===== src/rtl/vga_timing_generator.sv =====
// Free-running VGA raster timing: h/v counters with registered column/row/enable/sync/frame decodes.
// Latency: all outputs lag the counters by 1 clock; syncs lag by 2 when VGA_SYNC_DELAY_EN is defined.
// Backpressure: none; the raster never stalls and there is no handshake.
module vga_timing_generator #(
    parameter int   H_VISIBLE   = 640,
    parameter int   H_FRONT     = 16,
    parameter int   H_SYNC      = 96,
    parameter int   H_BACK      = 48,
    parameter int   V_VISIBLE   = 480,
    parameter int   V_FRONT     = 10,
    parameter int   V_SYNC      = 2,
    parameter int   V_BACK      = 33,
    parameter logic SYNC_ACTIVE = 1'b0
) (
    input  logic        vga_clock,
    input  logic        reset,
    output logic        vga_hsync,
    output logic        vga_vsync,
    output logic [31:0] column,
    output logic [31:0] row,
    output logic        display_enable,
    output logic        frame_start,
    output logic [15:0] frame_count
);

    localparam int H_TOTAL = H_VISIBLE + H_FRONT + H_SYNC + H_BACK;
    localparam int V_TOTAL = V_VISIBLE + V_FRONT + V_SYNC + V_BACK;
    localparam int HW      = $clog2(H_TOTAL);
    localparam int VW      = $clog2(V_TOTAL);

    localparam logic [HW-1:0] H_LAST   = HW'(H_TOTAL - 1);
    localparam logic [HW-1:0] H_VIS    = HW'(H_VISIBLE);
    localparam logic [HW-1:0] HS_FIRST = HW'(H_VISIBLE + H_FRONT);
    localparam logic [HW-1:0] HS_LAST  = HW'(H_VISIBLE + H_FRONT + H_SYNC - 1);
    localparam logic [VW-1:0] V_LAST   = VW'(V_TOTAL - 1);
    localparam logic [VW-1:0] V_VIS    = VW'(V_VISIBLE);
    localparam logic [VW-1:0] VS_FIRST = VW'(V_VISIBLE + V_FRONT);
    localparam logic [VW-1:0] VS_LAST  = VW'(V_VISIBLE + V_FRONT + V_SYNC - 1);
    localparam logic          SYNC_IDLE = ~SYNC_ACTIVE;

    logic [HW-1:0] h_q, h_d;
    logic [VW-1:0] v_q, v_d;
    logic [15:0]   frame_cnt_q, frame_cnt_d;
    logic [31:0]   column_q, column_d;
    logic [31:0]   row_q, row_d;
    logic          de_q, de_d;
    logic          fs_q, fs_d;
    logic [15:0]   frame_count_q, frame_count_d;
    logic          hsync_q, hsync_d;
    logic          vsync_q, vsync_d;

    always_comb begin
        h_d         = h_q + 1'b1;
        v_d         = v_q;
        frame_cnt_d = frame_cnt_q;
        if (h_q == H_LAST) begin
            h_d = '0;
            if (v_q == V_LAST) begin
                v_d         = '0;
                frame_cnt_d = frame_cnt_q + 16'd1;
            end else begin
                v_d = v_q + 1'b1;
            end
        end

        // Output decodes look at the current counters, so they appear one clock later.
        column_d      = 32'(h_q);
        row_d         = 32'(v_q);
        de_d          = (h_q < H_VIS) && (v_q < V_VIS);
        fs_d          = (h_q == '0) && (v_q == '0);
        frame_count_d = frame_cnt_q;
        hsync_d       = ((h_q >= HS_FIRST) && (h_q <= HS_LAST)) ? SYNC_ACTIVE : SYNC_IDLE;
        vsync_d       = ((v_q >= VS_FIRST) && (v_q <= VS_LAST)) ? SYNC_ACTIVE : SYNC_IDLE;
    end

    always_ff @(posedge vga_clock or negedge reset) begin
        if (!reset) begin
            h_q           <= '0;
            v_q           <= '0;
            frame_cnt_q   <= '0;
            column_q      <= '0;
            row_q         <= '0;
            de_q          <= 1'b0;
            fs_q          <= 1'b0;
            frame_count_q <= '0;
            hsync_q       <= SYNC_IDLE;
            vsync_q       <= SYNC_IDLE;
        end else begin
            h_q           <= h_d;
            v_q           <= v_d;
            frame_cnt_q   <= frame_cnt_d;
            column_q      <= column_d;
            row_q         <= row_d;
            de_q          <= de_d;
            fs_q          <= fs_d;
            frame_count_q <= frame_count_d;
            hsync_q       <= hsync_d;
            vsync_q       <= vsync_d;
        end
    end

    assign column         = column_q;
    assign row            = row_q;
    assign display_enable = de_q;
    assign frame_start    = fs_q;
    assign frame_count    = frame_count_q;

`ifdef VGA_SYNC_DELAY_EN
    // Extra stage lines the syncs up with the renderer's registered colour outputs.
    logic hsync_dly_q, hsync_dly_d;
    logic vsync_dly_q, vsync_dly_d;

    always_comb begin
        hsync_dly_d = hsync_q;
        vsync_dly_d = vsync_q;
    end

    always_ff @(posedge vga_clock or negedge reset) begin
        if (!reset) begin
            hsync_dly_q <= SYNC_IDLE;
            vsync_dly_q <= SYNC_IDLE;
        end else begin
            hsync_dly_q <= hsync_dly_d;
            vsync_dly_q <= vsync_dly_d;
        end
    end

    assign vga_hsync = hsync_dly_q;
    assign vga_vsync = vsync_dly_q;
`else
    assign vga_hsync = hsync_q;
    assign vga_vsync = vsync_q;
`endif

endmodule

===== config.mk =====
export PLATFORM = sky130hd
export DESIGN_NAME = vga_timing_generator
export DESIGN_NICKNAME = d
export VERILOG_FILES = /design/src/rtl/vga_timing_generator.sv
export SDC_FILE = /design/constraint.sdc
export NUM_CORES = 1
export LEC_CHECK = 0
export CORE_MARGIN = 8
export CORE_UTILIZATION = 25
export DETAILED_ROUTE_END_ITERATION = 8
export SLEW_MARGIN = 5
export SYNTH_ARGS = -nofsm -noshare
export SYNTH_HDL_FRONTEND = slang
export SYNTH_SLANG_ARGS = --single-unit

===== constraint.sdc =====
create_clock -name vga_clock -period 1.7 [get_ports vga_clock]
set_input_delay 0.34 -clock vga_clock [delete_from_list [all_inputs] [get_ports vga_clock]]
set_output_delay 0.34 -clock vga_clock [all_outputs]
set_load 0.05 [all_outputs]

==> impl_metrics.ini <==
[status]
outcome = finished, violations left
violations = setup timing

[clock_tree]
clkTransAtPathRegs_ps = 50
cts_root_buf = clkbuf_16
cts-root-to-sink-buffers = 2
htree_levels = 3
cts_made_buffers = 9
post_cts_hold_buffer_count = 0
cts_tree = done
sink_count = 76
clock_insertion_delay_worst_skew_ps = 330

[route]
post_drt_wl_per_cell_um = 12.9
met3_length_um = 401
totalWireLength_um = 6830
post_drt_via_cell_ratio = 3.95
firstDrtPassIters = 4
drc = 0
postRouteAntennaNets = 0
violation_count_after_the_first_detailed_routing_iteration = 93
maxUsedRoutingLayer = met4
route.vias.total = 2095
wl_met1_um = 3150
met2RoutedLength_um = 3150

[placement]
port-buffer-count = 41
gpl.final_weighted_congestion = 0.795
place.detailed.hpwl_um = 4990
detailed_place.area_sq_mm = 0.00390

[worst_setup_path]
worstSetupPathDepth = 7
setup.worst_path.end_class = flop
path_buf_inv = 2
cpMaxStageDelayCell = dfrtp_1
worstPathCellList = inv_1 -> ha_1 -> nor4b_4 -> nand4_4 -> buf_6 -> nor3_2 -> xor2_1
timing.critical_path.required_ps = 1940
critical_path_arrival_ps = 1950
reg2regPathDepth = 7
timing.rr.start = v_q[1]
cp_slowest_stage_delay_ps = 370
crit_path_max_fanout = 9
setup.worst_path.start_class = flop
worst-setup-path-type = reg2reg
regToRegSetupSlack_ps = -3
worst_r2r_endpoint = frame_cnt_q[4]
cp_top_family = simple AND/OR/NAND/NOR gates

[timing]
timing.final.setup_violations = 1
layout_setup_ws_ps = -2.62
achievable-frequency_ghz = 0.587
rsz0062_at_grt = yes
maxSlewViolCount = 0
final.hold.worst_slack_ps = 42.5
final_min_period_over_clock_period_pct = 100
final_period_minus_worst_setup_slack_ps = 1700
timing_hold_violations_final = 0
fin_skew_ps = 4.79
summed_negative_setup_slack_over_all_endpoints_ps = -2.62

[power]
vdd_drop_max_mv = 0.578
power.density_mw_per_mm2 = 920
leakagePower_uw = 0.00213
total_power_uw = 3960

[floorplan]
fp.coreArea_sq_mm = 0.0131
floorplan.die.width_um = 131
die_y_um = 131
ios = 86
row_count = 42
floorplan.initialDensity_pct = 25.3
design.die.area_sq_mm = 0.0172

[min_path]
hold_class = in2async

[global_routing]
first_pass_grt_wire_length_um = 11600
grt_pass1_vias = 2367
globalRoute.totalOverflow = 0
antenna_found_initial = 0
global_route.usage.total_pct = 8.17
grt_max_degree = 77

[synth]
post_synth_inst_count = 275
post_synth.cell_area_avg_sq_um = 12.1
seq_area_frac_synth_pct = 57.3
synth-warning-count = 0
synth_cell_types = 41
synthesis.area_sq_mm = 0.00332
yosys_register_bits = 76

[final_layout]
layout.nets = 357
post_route_cells_drive_above_1_share_pct = 32.7
num_antenna_cells = 0
post_route_design_area_sq_mm = 0.00430
syn2layout_area_growth_pct = 29.4

[flow_run]
max-cap-violations = 0
layout make-up:
class                      instances  area (sq um)
timing repair buffer              73           594
multi-input combinational        183          1250
inverter                           7          26.3
tap                              176           220
fill                            1324          8840
clock buffer                      12           256
clock inverter                     4          47.5
sequential                        76          1900
synthesized netlist by cell type, drive strengths merged:
cell type / count / area (sq um)
nor3: 10 / 90.1
or3: 2 / 12.5
o31ai: 1 / 7.51
a21oi: 1 / 5.00
o21a: 1 / 7.51
clkbuf: 3 / 11.3
nand4bb: 1 / 11.3
nand2: 8 / 32.5
and4: 4 / 35.0
ha: 5 / 62.6
nor2b: 1 / 6.26
mux2: 1 / 11.3
nor3b: 1 / 12.5
nand4: 10 / 68.8
o21ai: 6 / 30.0
nand2b: 2 / 12.5
and2: 2 / 12.5
nand4b: 1 / 8.76
buf: 49 / 374
and3: 8 / 50.1
nor4b: 3 / 56.3
dfstp: 2 / 52.6
inv: 7 / 26.3
nand3: 19 / 95.1
dfrtp: 74 / 1850
nor4: 9 / 62.6
a22oi: 1 / 7.51
conb: 1 / 3.75
a22o: 1 / 8.76
nor2: 13 / 51.3
xnor2: 10 / 87.6
xor2: 18 / 158
cell usage in the layout (no fill, tap or decap), types with 9 or more instances in the layout:
cell type   n
conb_1     44
nor2_1     12
xnor2_1    10
clkbuf_16   9
dfrtp_1    74
nand4_1     9
xor2_1     17
nor3_2      9
nand3_1    18
buf_4      66
worst max path at each step:
stage,startpoint,endpoint,slack (ps)
floorplan,v_q[0],frame_cnt_q[1],-10
global placement,v_q[1],frame_cnt_q[12],40
detailed placement,v_q[0],frame_cnt_q[4],-60
CTS,v_q[1],frame_cnt_q[4],-30
global route,v_q[1],frame_cnt_q[3],-120
finish,v_q[1],frame_cnt_q[4],-3
logic make-up after synthesis:
group / share of synthesized area, %
compound gates: 2.00
xor+xnor: 7.38
fa+ha+maj: 1.88
buf+inv: 12.4
flops: 57.3
mux: 0.339
other cells: 0.113
simple gates: 18.6
routing by layer:
metal / GRT usage (%) / vias to the layer above
met5: 0 / -
met1: 9.92 / 1008
met4: 5.11 / 0
li1: - / 1001
met3: 2.52 / 9
met2: 12.5 / 77
state kept, by name, summed over array words and instances (netlist names):
register	cells
frame_cnt_q	16
row	10
h_q	10
column	10
vga_vsync	1
frame_start	1
vga_hsync	1
display_enable	1
frame_count	16
v_q	10
through the flow:
step / util, % / instances / setup WS [ps]
after CTS: 32.1 / 530 / -28.4
final: 32.7 / 531 / -2.62
after global routing: 32.7 / 531 / -125
after floorplan: - / 318 / -13.0
after global placement: 29.7 / 513 / 37.4
after detailed placement: 29.7 / 513 / -59.5
report_power, final:
group | internal, uW | switching, uW | total, uW
Clock | 1210 | 685 | 1900
Combinational | 5.68 | 248 | 254
Sequential | 1810 | 0 | 1810
repair_timing:
item	in CTS	in global routing
endpoints found under the setup margin	9	25
resized for setup	2	14
gates cloned	0	0
setup buffers	1	1
pin swaps	1	6
No activity file was read; power rests on OpenSTA's default activity.
